File: src/rtl/ball_motion.sv
// Per-ball kinematics: owns fixed-point position and velocity, integrates once per
// frame, applies periodic friction, and folds in cue strikes, collisions and wall hits.
module ball_motion #(
  parameter int INIT_X          = 100,
  parameter int INIT_Y          = 100,
  parameter int FRAC_BITS       = 6,
  parameter int FRICTION_PERIOD = 4,
  parameter int MAX_VEL         = 511
) (
  input  logic               clk,
  input  logic               reset,
  input  logic               startOfFrame,
  input  logic               strikeValid,
  input  logic signed [10:0] strikeVelX,
  input  logic signed [10:0] strikeVelY,
  input  logic               collisionOccurred,
  input  logic signed [10:0] ballVelXIn,
  input  logic signed [10:0] ballVelYIn,
  input  logic               hitLeft,
  input  logic               hitRight,
  input  logic               hitTop,
  input  logic               hitBottom,
  output logic signed [10:0] ballTopLeftPosX,
  output logic signed [10:0] ballTopLeftPosY,
  output logic signed [10:0] ballVelX,
  output logic signed [10:0] ballVelY,
  output logic               moving
);

  localparam int PW = 11 + FRAC_BITS;
  localparam int SW = PW + 1;
  localparam int CW = (FRICTION_PERIOD > 1) ? $clog2(FRICTION_PERIOD) : 1;

  localparam logic [CW-1:0]        LAST_FRAME = CW'(FRICTION_PERIOD - 1);
  localparam logic signed [10:0]   VEL_MAX    = 11'(MAX_VEL);
  localparam logic signed [PW-1:0] INIT_PX    = PW'(INIT_X) <<< FRAC_BITS;
  localparam logic signed [PW-1:0] INIT_PY    = PW'(INIT_Y) <<< FRAC_BITS;
  localparam logic signed [PW-1:0] POS_MAX    = {1'b0, {(PW-1){1'b1}}};
  localparam logic signed [PW-1:0] POS_MIN    = {1'b1, {(PW-1){1'b0}}};

  typedef enum logic [0:0] {
    IDLE   = 1'b0,
    MOVING = 1'b1
  } state_t;

  state_t               state_r, state_n;
  logic signed [PW-1:0] pos_x_r, pos_y_r, pos_x_n, pos_y_n;
  logic signed [10:0]   vel_x_r, vel_y_r, vel_x_n, vel_y_n;
  logic [CW-1:0]        frame_cnt_r, frame_cnt_n;
  logic                 moving_r;
  logic                 wall_any_s;
  logic                 friction_s;

  function automatic logic signed [10:0] sat_vel(input logic signed [10:0] v);
    logic signed [10:0] r;
    if (v > VEL_MAX) begin
      r = VEL_MAX;
    end else if (v < -VEL_MAX) begin
      r = -VEL_MAX;
    end else begin
      r = v;
    end
    return r;
  endfunction

  function automatic logic signed [10:0] abs_vel(input logic signed [10:0] v);
    return (v < 11'sd0) ? -v : v;
  endfunction

  function automatic logic signed [10:0] toward_zero(input logic signed [10:0] v);
    logic signed [10:0] r;
    if (v > 11'sd0) begin
      r = v - 11'sd1;
    end else if (v < 11'sd0) begin
      r = v + 11'sd1;
    end else begin
      r = v;
    end
    return r;
  endfunction

  // A wall only ever points the component away from itself; opposing walls cancel.
  function automatic logic signed [10:0] reflect(input logic signed [10:0] v,
                                                 input logic to_pos,
                                                 input logic to_neg);
    logic signed [10:0] r;
    if (to_pos && !to_neg) begin
      r = sat_vel(abs_vel(v));
    end else if (to_neg && !to_pos) begin
      r = sat_vel(-abs_vel(v));
    end else begin
      r = v;
    end
    return r;
  endfunction

  function automatic logic signed [PW-1:0] integrate(input logic signed [PW-1:0] p,
                                                     input logic signed [10:0] v);
    logic signed [SW-1:0] sum;
    logic signed [PW-1:0] r;
    sum = SW'(p) + SW'(v);
    if (sum[SW-1] != sum[SW-2]) begin
      r = sum[SW-1] ? POS_MIN : POS_MAX;
    end else begin
      r = sum[PW-1:0];
    end
    return r;
  endfunction

  // Velocity source selection, one source per cycle in fixed priority.
  always_comb begin
    vel_x_n    = vel_x_r;
    vel_y_n    = vel_y_r;
    wall_any_s = hitLeft | hitRight | hitTop | hitBottom;
    friction_s = startOfFrame && (frame_cnt_r == LAST_FRAME);
    if (strikeValid) begin
      vel_x_n = sat_vel(strikeVelX);
      vel_y_n = sat_vel(strikeVelY);
    end else if (collisionOccurred) begin
      vel_x_n = sat_vel(ballVelXIn);
      vel_y_n = sat_vel(ballVelYIn);
    end else if (wall_any_s) begin
      vel_x_n = reflect(vel_x_r, hitLeft, hitRight);
      vel_y_n = reflect(vel_y_r, hitTop, hitBottom);
    end else if (friction_s) begin
      vel_x_n = toward_zero(vel_x_r);
      vel_y_n = toward_zero(vel_y_r);
    end else begin
      vel_x_n = vel_x_r;
      vel_y_n = vel_y_r;
    end
  end

  // Frame integration uses the velocity held before this cycle's update.
  always_comb begin
    pos_x_n     = pos_x_r;
    pos_y_n     = pos_y_r;
    frame_cnt_n = frame_cnt_r;
    if (startOfFrame) begin
      pos_x_n     = integrate(pos_x_r, vel_x_r);
      pos_y_n     = integrate(pos_y_r, vel_y_r);
      frame_cnt_n = (frame_cnt_r == LAST_FRAME) ? {CW{1'b0}} : frame_cnt_r + CW'(1);
    end else begin
      pos_x_n     = pos_x_r;
      pos_y_n     = pos_y_r;
      frame_cnt_n = frame_cnt_r;
    end
  end

  // Motion state follows the velocity register one cycle later.
  always_comb begin
    state_n = state_r;
    case (state_r)
      IDLE: begin
        if ((vel_x_r != 11'sd0) || (vel_y_r != 11'sd0)) begin
          state_n = MOVING;
        end else begin
          state_n = IDLE;
        end
      end
      MOVING: begin
        if ((vel_x_r == 11'sd0) && (vel_y_r == 11'sd0)) begin
          state_n = IDLE;
        end else begin
          state_n = MOVING;
        end
      end
      default: state_n = IDLE;
    endcase
  end

  // State registers; reset overrides every input in its cycle.
  always_ff @(posedge clk) begin
    if (reset) begin
      pos_x_r     <= INIT_PX;
      pos_y_r     <= INIT_PY;
      vel_x_r     <= 11'sd0;
      vel_y_r     <= 11'sd0;
      frame_cnt_r <= {CW{1'b0}};
      state_r     <= IDLE;
      moving_r    <= 1'b0;
    end else begin
      pos_x_r     <= pos_x_n;
      pos_y_r     <= pos_y_n;
      vel_x_r     <= vel_x_n;
      vel_y_r     <= vel_y_n;
      frame_cnt_r <= frame_cnt_n;
      state_r     <= state_n;
      moving_r    <= (state_n == MOVING);
    end
  end

  assign ballTopLeftPosX = pos_x_r[PW-1:FRAC_BITS];
  assign ballTopLeftPosY = pos_y_r[PW-1:FRAC_BITS];
  assign ballVelX        = vel_x_r;
  assign ballVelY        = vel_y_r;
  assign moving          = moving_r;

endmodule

File: config.mk
export PLATFORM = sky130hd
export DESIGN_NAME = ball_motion
export DESIGN_NICKNAME = d
export VERILOG_FILES = /design/src/rtl/ball_motion.sv
export SDC_FILE = /design/constraint.sdc
export NUM_CORES = 1
export LEC_CHECK = 0
export ABC_CLOCK_PERIOD_IN_PS = 5900
export CORE_MARGIN = 5
export CORE_UTILIZATION = 40
export CTS_CLUSTER_DIAMETER = 200
export DETAILED_ROUTE_END_ITERATION = 10
export PLACE_DENSITY = 0.6
export SLEW_MARGIN = 30
export SYNTH_ARGS = -nofsm -noshare
export SYNTH_HDL_FRONTEND = slang
export SYNTH_SLANG_ARGS = --single-unit
File: constraint.sdc
create_clock -name clk -period 5.9 [get_ports clk]
set_input_delay 1.18 -clock clk [delete_from_list [all_inputs] [get_ports clk]]
set_output_delay 1.18 -clock clk [all_outputs]
set_load 0.1 [all_outputs]
Yosys cells after proc, flatten, opt, wreduce, memory -nomap -nowiden
Cells that the tools add are included.
W data, S select, Z words.
{"block": "classes", "eq_ne": 5, "mux": 42, "magnitude_cmp": 20, "bitwise": 4, "reduce_logical": 20, "add_sub_neg": 11}
{"operator": "$mux W11", "n": 34}
{"operator": "$gt A11 B10 Y1 const B", "n": 8}
{"operator": "$lt A11 B10 Y1 const B", "n": 8}
{"operator": "$mux W17", "n": 4}
{"operator": "$neg A11 Y11", "n": 4}
{"operator": "$add A17 B11 Y18", "n": 2}
{"operator": "$add A11 B2 Y11 const B", "n": 2}
{"operator": "$gt A11 B1 Y1 const B", "n": 2}
{"operator": "$logic_not A11 Y1", "n": 2}
{"operator": "$lt A11 B1 Y1 const B", "n": 2}
{"operator": "$reduce_bool A11 Y1", "n": 2}
{"operator": "$sub A11 B2 Y11 const B", "n": 2}
{"operator": "$ne A5 B3 Y1 const B", "n": 2}
{"operator": "$reduce_bool A5 Y1", "n": 2}
{"operator": "$logic_and A1 B1 Y1", "n": 6}
{"operator": "$reduce_and A3 Y1", "n": 2}
{"operator": "$logic_not A1 Y1", "n": 4}
{"operator": "$reduce_bool A4 Y1", "n": 1}
{"operator": "$or A1 B1 Y1", "n": 3}
{"operator": "$add A2 B1 Y2 const B", "n": 1}
{"operator": "$eq A2 B2 Y1 const B", "n": 1}
{"operator": "$mux W1", "n": 2}
{"operator": "$mux W2", "n": 1}
{"operator": "$ne A1 B1 Y1", "n": 2}
{"operator": "other kinds (3)", "n": 3}
{"block": "word_totals", "wordCells": 108, "ff_bits": 59, "out_inout_bits": 45}

Logic depth before layout (Yosys ltp)
Gate-level depths: netlist (run 1).
{"block": "logic_depth", "word_depth": 11, "mapped_depth": 20, "mapped_depth_nobuf": 19}

Worst setup path after synthesis (run 1)
Ideal clock, no wire load.
{"block": "synth_timing", "path_type": "reg-to-reg", "startpoint": "register vel_x_r[0] (netlist: ballVelX[0])", "endpoint": "register vel_x_r[8] (netlist: ballVelX[8])", "slack_ns": 1.202, "arrival_ns": 4.597, "path_stages_with_launch": 21, "setup_time_ns": 0.101, "synth_period_minus_slack_ns": 4.698, "path_cell_list": "dfxtp_1 -> clkbuf_1 -> inv_1 -> ha_1 -> or4b_1 -> buf_2 -> nor3_1 -> or2_2 -> inv_1 -> ha_1 -> nor2b_1 -> o21ai_0 -> a21oi_1 -> o21ai_0 -> a21boi_0 -> o21ai_0 -> nand2b_1 -> xnor2_1 -> a21oi_1 -> a221oi_2 -> o41ai_1"}
{"block": "synth_between", "elab_chain_cells": 11, "elab_cells_between_ends": 25, "classes_between": "4 x add/sub; 6 x order compare; 13 x mux; 2 x reduce/logical"}
{"item": "start, declared", "line": "48", "source": "logic signed [10:0] vel_x_r, vel_y_r, vel_x_n, vel_y_n;"}
{"item": "start signal, assigned", "line": "185", "source": "vel_x_r <= vel_x_n;"}
{"item": "$neg A11 Y11 or $lt A11 B1 Y1 (tied branches)", "line": "67, 74"}
{"item": "$mux W11", "line": "67", "source": "return (v < 11'sd0) ? -v : v;"}
{"item": "$neg A11 Y11", "line": "90", "source": "r = sat_vel(-abs_vel(v));"}
{"item": "$lt A11 B10 Y1", "line": "58", "source": "end else if (v < -VEL_MAX) begin"}
{"item": "$mux W11", "line": "58"}
{"item": "$mux W11", "line": "56", "source": "if (v > VEL_MAX) begin"}
{"item": "$mux W11", "line": "89", "source": "end else if (to_neg && !to_pos) begin"}
{"item": "$mux W11", "line": "87", "source": "if (to_pos && !to_neg) begin"}
{"item": "$mux W11", "line": "122", "source": "end else if (wall_any_s) begin"}
{"item": "$mux W11", "line": "119", "source": "end else if (collisionOccurred) begin"}
{"item": "$mux W11", "line": "116", "source": "if (strikeValid) begin"}
Parallel ways exist; a longest one is shown, timed or not. The select of a mux whose other input is x is not followed.
A chain may end at the register's enable or synchronous reset.

Worst setup path in the final report (run 1)
Ends and elaborated chain as after synthesis.

==> results.md, run 1 <==
- Relative slew slack: 0.321
- P_int: ~1.4 mW
- Max Fclk: around 210 MHz
- Root buffer cell: clkbuf_16
- Placed cell areas: ~8700 µm²
- Die height: 149 µm
- CTS Buffer Depth: 2
- Diodes inserted: 0
- Clock Sinks: 59
- Warnings from Yosys: 0
- Mapped cell area: 7690 µm²
- Status: finished, final reports clean
- Port Buffers: between 90 and 100
- Reg2reg end: ballVelX[8]$_SDFFE_PP0P_
- TNS Setup: 0 ns
- GR Overflow Total: 0
- Area Overhead vs Synth: 17.1%
- Worst-path clk slew: ~0.06 ns
- Via count: between 8000 and 9000
- # resized after CTS: 0
- Initial DRT Pass Iterations: 5
- DR WL/cell: ~17 µm
- Number of distinct library cells after synthesis: 79
- Final setup vio count: 0
- Final Cell Area: 9000 µm²
- R2r worst-path depth: 14
- Power Density: about 320 nW/µm²
- Register area: between 1000 and 1500 µm²
- Layout cells sized above 1: 0.0488
- Arrival @ worst endpoint: a little under 5 ns
- Postcts setup bufs: 0
- Tcrit/Tclk final: 0.797
- Critical path class: reg2reg
- NumNets Final: around 1200
- Die width: about 150 µm
- Crit path from: ballVelX[0]$_SDFFE_PP0P_
- Worst-path fanout max: 17
- Minimum clock period: about 4.7 ns
- Clock share of power: 0.209
- Most used flip-flop cell after synthesis: dfxtp_1
- # hold bufs at CTS: 0
- Sequential-to-total area share from yosys stat: 0.154
- Startpoint type of the worst setup path: register
- Leak: between 3 and 4 nW
- Final Wtd Congestion: 0.930
- CTS Buf Count: 9
- Core Area: around 19000 µm²
- R2R setup slack: 1.20 ns
- Synth Instances: between 1000 and 1500
- Fin Hold WS: ~0.48 ns
- Worst setup path end: ballVelX[8]$_SDFFE_PP0P_
- Post-synth EDFFs: 0
- GR Util All Layers: 0.212
- Yosys top cell by area: dfxtp_1
- Worst r2r src: ballVelX[0]$_SDFFE_PP0P_
- Final HPWL DP: ~18000 µm
- Filler cell count: between 1500 and 2000
- Area contributors post-synth: dfxtp_1, ha_1, a21oi_1
- Vias in the first global route: ~7400
- Area of the multi-input gates: around 5900 µm²
- WP data required: approximately 6.2 ns
- First-pass GRT wire length: roughly 38000 µm
- Die area: around 22000 µm²
- Num rows: 50
- Critical Path End Type: register
- MaxCap Viol Count: 0
- Clock Latency Late Sink: ~0.35 ns
- Syn Area/Cell: about 7.1 µm²
- Final Max Tran Viols: 0
- Comb pwr share: 0.595
- Largest net degree at the start of global routing: 60
- RSZ-0062 raised after global routing: false
- Net Sw Frac: 0.500
- Initial antenna violation count: 0
- Final WL: 23800 µm
- Switching power: approximately 1.4 mW
- Post-route ant nets: 0
- Initial Utilization: 0.408
- Area share of the largest cell type after synthesis: 0.154
- Layout Skew: between 0.006 and 0.007 ns
- IR drop worst, VDD: between 0.15 and 0.2 mV
- Hold Path Class: reg2reg
- Syn nets: approximately 1200
- Yosys reg bits: just under 60
- Final hold viol count: 0
- Worst-margin pin slew: approximately 1.0 ns
- DR vias/cell: between 5 and 6
- Drt drc: 0
- Ys async rst share: 0
- Iteration-0 DRC count of the detailed router: 553
- CTS tree: done
- Post-layout util: 0.478
- Htree depth: 3
- Sequential share of power: 0.196
- Ports: just under 100
-- power groups by stage --
stage          combinational (mW)  sequential [mW]  clock, mW
3_5_place_dp                 1.70            0.574          0
6_report                     1.71            0.566      0.601
2_1_floorplan                1.26            0.661          0
4_1_cts                      1.71            0.566      0.615
5_1_grt                      1.87            0.579      0.629
3_3_place_gp                 1.69            0.573          0
-- registers in the layout, summed over array words and instances (netlist names) --
signal       cells
ballVelX        11
ballVelY        11
frame_cnt_r      2
moving           1
pos_x_r         17
pos_y_r         17
-- layout make-up --
type,instances,share of cell area
clock inverters,6,0.00987
clock buffers,10,0.0265
inverters,60,0.0250
well taps,260,0.0361
flip-flops and latches,59,0.131
repair buffers,107,0.115
multi-input cells,884,0.656
-- critical path, stage by stage (launching register included) --
cell	delay, ns
dfxtp_1	0.73
inv_1	0.28
ha_1	0.38
mux2i_1	0.35
ha_1	0.31
inv_1	0.08
nor4_1	0.55
nand4_1	0.24
o22ai_2	0.28
a211oi_2	0.07
nor3_2	0.60
a21o_1	0.22
a221o_1	0.17
a221oi_2	0.06
o41ai_1	0.30
-- cells in the final DEF, fill, tap and decap left out, types with 18 or more instances in the layout --
cell type,netlist,layout
nor3_1,36,36
clkdlybuf4s50_1,0,95
ha_1,65,65
xnor2_1,48,48
nand3_1,22,22
nand2_1,71,71
inv_1,60,60
nand2b_1,23,23
o21ai_0,87,86
nor2_1,112,112
xor2_1,30,30
a21oi_1,98,98
a21o_1,18,18
a311oi_1,27,27
dfxtp_1,59,59
-- layer usage --
layer / GRT usage / routed length, µm
met5: 0 / 0
met4: 0.0702 / 558
met3: 0.0341 / 1080
met2: 0.348 / 11100
met1: 0.283 / 11100
-- cell families (layout without fill, tap and decap cells) --
kind of cell,after synthesis,in the layout,synth area share
AOI/OAI and AO/OA,368,368,0.317
and+or+nand+nor,362,362,0.234
buffers and inverters,138,183,0.0807
xor gates and xnor gates,78,78,0.0889
adders and majority gates,69,69,0.116
DFF,59,59,0.154
muxes,7,7,0.00928
-- how the worst min path moves through the flow --
stage / startpoint / endpoint / slack, ns / cells after the start
final: pos_y_r[5]$_SDFFE_PP0P_ / pos_y_r[5]$_SDFFE_PP0P_ / 0.48 / 2
after global routing: pos_y_r[4]$_SDFFE_PP0P_ / pos_y_r[4]$_SDFFE_PP0P_ / 0.51 / 2
after global placement: frame_cnt_r[1]$_SDFFE_PP0P_ / frame_cnt_r[1]$_SDFFE_PP0P_ / 0.48 / 2
after detailed placement: pos_y_r[5]$_SDFFE_PP0P_ / pos_y_r[5]$_SDFFE_PP0P_ / 0.48 / 2
after floorplan: pos_x_r[0]$_SDFFE_PP0P_ / pos_x_r[0]$_SDFFE_PP0P_ / 0.46 / 2
after CTS: pos_y_r[5]$_SDFFE_PP0P_ / pos_y_r[5]$_SDFFE_PP0P_ / 0.49 / 2
-- synth_stat cells, drive strengths merged (5+ instances only) --
cell    count
a211oi     10
nand2b     23
nand4      13
a31oi      12
nor4       15
inv        60
nand2      71
o221ai      5
a21oi      98
a311oi     27
o211ai     14
o22ai      12
a21o       18
nand3      22
xnor2      48
nor3       37
nor2b      13
dfxtp      59
a22oi       7
a21boi      6
o41ai       7
xor2       30
a221oi      8
clkbuf     45
o31ai       7
or4         6
nand3b      6
nor2      112
and3        5
o21ai     100
mux2i       6
or2        13
ha         65
buf        33
or3         7
-- stage by stage --
step | total power, mW | setup WS (ns) | std cells
6_report | 2.88 | 1.20 | 1386
5_1_grt | 3.08 | 0.798 | 1386
4_1_cts | 2.89 | 1.29 | 1386
3_5_place_dp | 2.27 | 1.29 | 1370
3_3_place_gp | 2.27 | 1.44 | 1370
2_1_floorplan | 1.92 | 1.20 | 1081
No activity file was read; power rests on OpenSTA's default activity.
==> run 2, diff against run 1 <==
--- a/config.mk
+++ b/config.mk
@@ -5,7 +5,7 @@
 export SDC_FILE = /design/constraint.sdc
 export NUM_CORES = 1
 export LEC_CHECK = 0
-export ABC_CLOCK_PERIOD_IN_PS = 5900
+export ABC_CLOCK_PERIOD_IN_PS = 4850
 export CORE_MARGIN = 5
 export CORE_UTILIZATION = 40
 export CTS_CLUSTER_DIAMETER = 200
==> constraint.sdc (replaced) <==
create_clock -name clk -period 4.85 [get_ports clk]
set_input_delay 0.97 -clock clk [delete_from_list [all_inputs] [get_ports clk]]
set_output_delay 0.97 -clock clk [all_outputs]
set_load 0.1 [all_outputs]
==> run 2 against run 1 <==
Net effect: sequential power increased by 16%; routed wire length is 1.6% higher; flip-flop and latch count unchanged; global-route usage rose by 0.18 points; die area did not move; clock skew is 0.0021 ns higher; via count is 0.63% higher; power grew 21%; final cell count is 1.2% higher; register-to-register slack worse by 0.79 ns; clock-buffer cell count is 1 lower; critical path type unchanged; critical endpoint unchanged.
==> results.md, run 2 (synthesis results as in run 1) <==
- Final HPWL DP: 18500 µm (+3.4%)
- Max Fclk: 225 MHz (+6.0%)
- Net Sw Frac: 0.507 (+0.00748)
- WP data required: 5.10 ns (-1.05 ns)
- Slowest cell on crit path: or4b_1
- Htree depth: 3 (unchanged)
- Minimum clock period: 4.43 ns (-0.265 ns)
- DR vias/cell: 5.79 (-0.52%)
- Tcrit/Tclk final: 0.914 (+0.118)
- Clock Latency Late Sink: 0.35 ns (about the same)
- Core Area: 18800 µm² (unchanged)
- Switching power: 1.77 mW (+23%)
- Post-route ant nets: 0 (unchanged)
- Commonest non-fill, non-tap cell in the layout: nor2_1
- Worst-path fanout max: 11 (-6)
- RSZ-0062 raised after global routing: true
- Iteration-0 DRC count of the detailed router: 584 (+5.6%)
- Via count: 8122 (+0.63%)
- Largest stage delay, worst path: 0.60 ns (-0.13 ns)
- Comb pwr share: 0.618 (+0.023)
- Largest net degree at the start of global routing: 59 (-1.7%)
- Status: finished, final reports clean
- Initial antenna violation count: 0 (unchanged)
- Critical Path End Type: register
- Final setup vio count: 0 (unchanged)
- Num rows: 50 (unchanged)
- Startpoint type of the worst setup path: register
- Root buffer cell: clkbuf_16
- GR Overflow Total: 0 (unchanged)
- Clock share of power: 0.193 (-0.016)
- CP Cell Sequence: inv_1 -> ha_2 -> or4b_1 -> nor3_1 -> or2_2 -> inv_1 -> ha_1 -> nor2b_1 -> o21ai_0 -> a21oi_1 -> o21ai_0 -> a21boi_0 -> o21ai_0 -> nand2b_1 -> xnor2_1 -> a21oi_1 -> a221oi_2 -> o41ai_1
- Die area: 22100 µm² (unchanged)
- Final Wtd Congestion: 0.922 (-0.87%)
- Port Buffers: 97 (unchanged)
- Power Density: 384 nW/µm² (+20%)
- Layout Skew: 0.00892 ns (+0.00213 ns)
- Drt drc: 0 (unchanged)
- Crit path from: ballVelX[1]$_SDFFE_PP0P_
- DR WL/cell: 17.3 µm (+0.41%)
- Ports: 98 (unchanged)
- Top Registers: pos_x_r: 17 flops, pos_y_r: 17 flops
- NumNets Final: 1259 (+1.3%)
- CTS Buf Count: 9 (unchanged)
- CTS tree: done
- Worst-path clk slew: 0.06 ns (about the same)
- GR Util All Layers: 0.214 (+0.00182)
- Leak: 3.59 nW (+1.5%)
- Worst-margin pin slew: 1.01 ns (+0.000315 ns)
- Die width: 149 µm (unchanged)
- Place WS: 0.417 ns (-0.870 ns)
- Initial Utilization: 0.408 (unchanged)
- Hold Path Class: reg2reg
- P_int: 1.72 mW (+19%)
- Final WL: 24200 µm (+1.6%)
- Layout cells sized above 1: 0.0657 (+0.0168)
- Die height: 149 µm (unchanged)
- Critical path class: reg2reg
- Clock Sinks: 59 (unchanged)
- Final worst slack: 0.415 ns (-0.785 ns)
- Relative slew slack: 0.321 (about the same)
- Final Max Tran Viols: 0 (unchanged)
- Worst r2r src: ballVelX[1]$_SDFFE_PP0P_
- Vias in the first global route: 7490 (+0.97%)
- Bufs and invs on worst path: 2 (unchanged)
- CTS Buffer Depth: 2 (unchanged)
- Most frequent CP cell: o21ai_0
- Initial DRT Pass Iterations: 5 (unchanged)
- Final hold viol count: 0 (unchanged)
- Delay-heaviest family, CP: compound AO/OA/AOI/OAI gates
- First-pass GRT wire length: 38600 µm (+0.51%)
- Hold_sp: pos_y_r[3]$_SDFFE_PP0P_
- Area Overhead vs Synth: 18.4%
- Most frequent cells in the layout: nor2_1, a21oi_1, clkdlybuf4s50_1
- # hold bufs at CTS: 0 (unchanged)
- Arrival @ worst endpoint: 4.68 ns (-0.27 ns)
- IR drop worst, VDD: 0.195 mV (+1.1%)
- Diodes inserted: 0 (unchanged)
- TNS Setup: 0 ns (unchanged)
- MaxCap Viol Count: 0 (unchanged)
- Sequential share of power: 0.188 (-0.008)
-- run 2: cell count changes in the layout (fill, tap and decap cells not counted), sizes merged --
cell	previous run	this run
clkinvlp	2	4
clkbuf	10	9
buf	12	28
bufinv	2	1
clkinv	2	1
inv	60	61
-- run 2: what timing repair did --
| action | in CTS | in global routing |
|---|---|---|
| setup buffers | 0 | 0 |
| resized for setup | 0 | 4 |
| setup endpoints to repair | 0 | 2 |
-- run 2: final cells by class --
type                    instances  area (µm²)
fillers                      1916        9730
multi-input cells             884        5910
flip-flops and latches         59        1180
repair buffers                123        1160
well taps                     260         325
clock buffers                   9         225
inverters                      60         225
clock inverters                 7        77.6
-- run 2: power by group through the flow --
stage	Combinational (mW)	Sequential [mW]	Clock (mW)
floorplan	1.53	0.805	0
global route	2.36	0.670	0.709
detailed placement	2.14	0.668	0
finish	2.16	0.658	0.675
CTS	2.15	0.657	0.689
global placement	2.13	0.666	0
-- run 2: tightest hold or removal path, delay by kind of cell, from the launching register on --
family          cells  cell delay (ns)
flops               1             0.31
simple gates        1             0.08
compound gates      1             0.05
-- run 2: path summary, 6_finish.rpt --
| check | cells past startpoint | endpoint | slack (ns) |
|---|---|---|---|
| max reg2reg | 18 | ballVelX[8]$_SDFFE_PP0P_ | 0.42 |
| max | 18 | ballVelX[8]$_SDFFE_PP0P_ | 0.42 |
| min | 2 | pos_y_r[3]$_SDFFE_PP0P_ | 0.49 |
| min reg2reg | 2 | pos_y_r[3]$_SDFFE_PP0P_ | 0.49 |
-- run 2: stage by stage --
step / power [mW] / cells / utilization / hold WS [ns] / cell area (µm²)
after detailed placement: 2.81 / 1386 / 0.467 / 0.484 / 8790
after floorplan: 2.34 / 1081 / - / 0.465 / 7690
final: 3.49 / 1402 / 0.483 / 0.489 / 9100
after global routing: 3.74 / 1402 / 0.483 / 0.514 / 9100
after CTS: 3.49 / 1402 / 0.483 / 0.493 / 9090
after global placement: 2.80 / 1386 / 0.467 / 0.481 / 8790
-- run 2: per-layer routing --
metal | share of wire | up-vias | track usage
met2 | 0.48 | 211 | 0.357
met5 | 0 | - | 0
met1 | 0.45 | 3791 | 0.286
li1 | - | 4095 | -
met4 | 0.018 | 0 | 0.0693
met3 | 0.047 | 25 | 0.0274
==> run 3, diff against run 2 <==
--- a/config.mk
+++ b/config.mk
@@ -6,11 +6,14 @@
 export NUM_CORES = 1
 export LEC_CHECK = 0
 export ABC_CLOCK_PERIOD_IN_PS = 4850
+export CELL_PAD_IN_SITES_DETAIL_PLACEMENT = 1
+export CELL_PAD_IN_SITES_GLOBAL_PLACEMENT = 1
 export CORE_MARGIN = 5
 export CORE_UTILIZATION = 40
 export CTS_CLUSTER_DIAMETER = 200
 export DETAILED_ROUTE_END_ITERATION = 10
-export PLACE_DENSITY = 0.6
+export PLACE_DENSITY = 0.79
+export REMOVE_ABC_BUFFERS = 1
 export SLEW_MARGIN = 30
 export SYNTH_ARGS = -nofsm -noshare
 export SYNTH_HDL_FRONTEND = slang
==> run 3 against run 2 <==
Net effect: die area did not move; maximum frequency fell by 0.23%; sequential share of layout area barely moved; power rose by 1.4%; first-iteration DRC count fell by 23%; critical path type unchanged; highest routed layer is now met5.
==> results.md, run 3 (synthesis results as in run 1) <==
- Die height: 149 µm (unchanged)
- Relative slew slack: 0.322 (+0.000674)
- Diodes inserted: 0 (unchanged)
- TNS Setup: 0 ns (unchanged)
- WP data required: 5.09 ns (about the same)
- Final setup vio count: 0 (unchanged)
- Fin Hold WS: 0.493 ns (+0.00362 ns)
- Register area: 1180 µm² (+0.21%)
- Crit path from: ballVelY[1]$_SDFFE_PP0P_
- Layout Skew: 0.00737 ns (-0.00155 ns)
- Worst-path clk slew: 0.06 ns (about the same)
- Sequential share of power: 0.183 (-0.005)
- Clock Sinks: 59 (unchanged)
- RSZ-0062 raised after global routing: false
- Die width: 149 µm (unchanged)
- GR Util All Layers: 0.246 (+0.0321)
- Clock Latency Late Sink: 0.34 ns (about the same)
- Worst-path fanout max: 9 (-2)
- Commonest non-fill, non-tap cell in the layout: nor2_1
- Top Registers: pos_x_r: 17 flops, pos_y_r: 17 flops
- Post-route ant nets: 0 (unchanged)
- Minimum clock period: 4.45 ns (+0.0103 ns)
- Critical path class: reg2reg
- Final HPWL DP: 20900 µm (+13%)
- Clock share of power: 0.188 (-0.005)
- Net Sw Frac: 0.510 (+0.00316)
- CTS Buf Count: 9 (unchanged)
- Num rows: 50 (unchanged)
- NumNets Final: 1261 (+0.16%)
- Area of the multi-input gates: 5910 µm² (about the same)
- Filler cell count: 2392 (+25%)
- Final total power: 3.54 mW (+1.4%)
- Status: finished, final reports clean
- CTS tree: done
- Comb pwr share: 0.628 (+0.010)
- Htree depth: 3 (unchanged)
- Final Max Tran Viols: 0 (unchanged)
- Arrival @ worst endpoint: 4.69 ns (about the same)
- DR vias/cell: 5.96 (+2.9%)
- Largest net degree at the start of global routing: 59 (unchanged)
- Final WL: 27600 µm (+14%)
- Tcrit/Tclk final: 0.917 (+0.00212)
- Area Overhead vs Synth: 18.4% (about the same)
- Core Area: 18800 µm² (unchanged)
- Switching power: 1.81 mW (+2.0%)
- GR Overflow Total: 0 (unchanged)
- Max Fclk: 225 MHz (-0.23%)
- P_int: 1.73 mW (+0.72%)
- Final Wtd Congestion: 0.914 (-0.81%)
- Initial Utilization: 0.408 (unchanged)
- MaxCap Viol Count: 0 (unchanged)
- First-pass GRT wire length: 44700 µm (+16%)
- R2r worst-path depth: 19 (+1)
- Startpoint type of the worst setup path: register
- CTS Buffer Depth: 2 (unchanged)
- Iteration-0 DRC count of the detailed router: 452 (-23%)
- Critical Path End Type: register
- Worst r2r src: ballVelY[1]$_SDFFE_PP0P_
- R2R setup slack: 0.40 ns (about the same)
- Final hold viol count: 0 (unchanged)
- Port Buffers: 97 (unchanged)
- Worst-margin pin slew: 1.01 ns (-0.00101 ns)
- Vias in the first global route: 8568 (+14%)
- Leak: 3.61 nW (+0.54%)
- Initial antenna violation count: 2 (+2)
- IR drop worst, VDD: 0.250 mV (+28%)
- Worst setup path end: ballVelY[10]$_SDFFE_PP0P_
- Die area: 22100 µm² (unchanged)
- Root buffer cell: clkbuf_16
- Most frequent cells in the layout: nor2_1, a21oi_1, clkdlybuf4s50_1
- Initial DRT Pass Iterations: 4 (-1)
- Hold Path Class: reg2reg
- Drt drc: 0 (unchanged)
- Hold_sp: pos_y_r[2]$_SDFFE_PP0P_
- DR WL/cell: 19.6 µm (+14%)
- Power Density: 389 nW/µm² (+1.4%)
- Via count: 8370 (+3.1%)
- Reg2reg end: ballVelY[10]$_SDFFE_PP0P_
- Ports: 98 (unchanged)
- Layout cells sized above 1: 0.0682 (+0.00251)
==> run 3: cell types whose count changed in the layout (fill, tap and decap cells not counted), moves of 2 or more <==
cell and change:
clkbuf_1 +2, clkinvlp_4 -2, clkdlybuf4s50_1 -2, dfxtp_1 -2, dfxtp_2 +2, buf_4 +2
==> run 3: timing repair <==
item                                    4_1_cts  5_1_grt
endpoints found under the setup margin        0        2
hold buffers                                  0        0
setup buffers                                 0        0
gates resized for setup                       0        5
==> run 3: final cells by class <==
class / count / area share
inverters: 60 / 0.0248
repair buffers: 125 / 0.128
clock buffers: 12 / 0.0271
flip-flops and latches: 59 / 0.130
multi-input cells: 884 / 0.649
clock inverters: 4 / 0.00550
well taps: 260 / 0.0358
==> run 3: routing by layer <==
| metal | part of all wire | GRT usage | vias to the layer above | routed length, µm |
|---|---|---|---|---|
| met3 | 0.051 | 0.0417 | 41 | 1420 |
| met1 | 0.47 | 0.327 | 4017 | 12900 |
| li1 | - | - | 4087 | - |
| met4 | 0.018 | 0.0596 | 4 | 487 |
| met5 | 0.00094 | 0 | - | 26 |
| met2 | 0.46 | 0.415 | 221 | 12700 |
==> run 3: worst max-delay path, cell delays in order, from the launching register on <==
cell and delay (ns):
dfxtp_2 0.38, inv_1 0.16, ha_2 0.31, nand2b_1 0.18
or2_1 0.30, nor4_2 0.25, or2_2 0.18, inv_1 0.17
ha_1 0.37, nor2b_1 0.15, o21ai_0 0.23, a21boi_0 0.18
o21ai_0 0.28, a21oi_1 0.13, o21ai_0 0.16, nand2b_1 0.11
a31oi_1 0.22, xor2_1 0.18, o221ai_1 0.14, a221oi_1 0.26
==> run 3: per-stage QoR <==
step / area, µm² / util / setup slack, ns / instances
detailed placement: 8800 / 0.467 / 0.315 / 1388
global placement: 8800 / 0.467 / 0.592 / 1388
floorplan: 7290 / - / 0.108 / 1003
finish: 9100 / 0.483 / 0.405 / 1404
global route: 9100 / 0.483 / 0.00678 / 1404
CTS: 9100 / 0.483 / 0.212 / 1404
==> run 3: power by group through the flow <==
stage	Clock, mW	Sequential (mW)	Combinational (mW)
after floorplan	0	1.06	1.18
after CTS	0.676	0.648	2.22
after global routing	0.693	0.664	2.43
after global placement	0	0.655	2.15
after detailed placement	0	0.657	2.20
final	0.666	0.649	2.22
==> run 3: worst min-delay path by stage <==
stage          slack [ns]  cells after the start                          end
2_1_floorplan        0.46                      2      pos_x_r[0]$_SDFFE_PP0P_
3_3_place_gp         0.48                      2  frame_cnt_r[1]$_SDFFE_PP0P_
3_5_place_dp         0.49                      2      pos_y_r[2]$_SDFFE_PP0P_
4_1_cts              0.49                      2      pos_y_r[2]$_SDFFE_PP0P_
5_1_grt              0.51                      2      pos_y_r[0]$_SDFFE_PP0P_
6_report             0.49                      2      pos_y_r[2]$_SDFFE_PP0P_
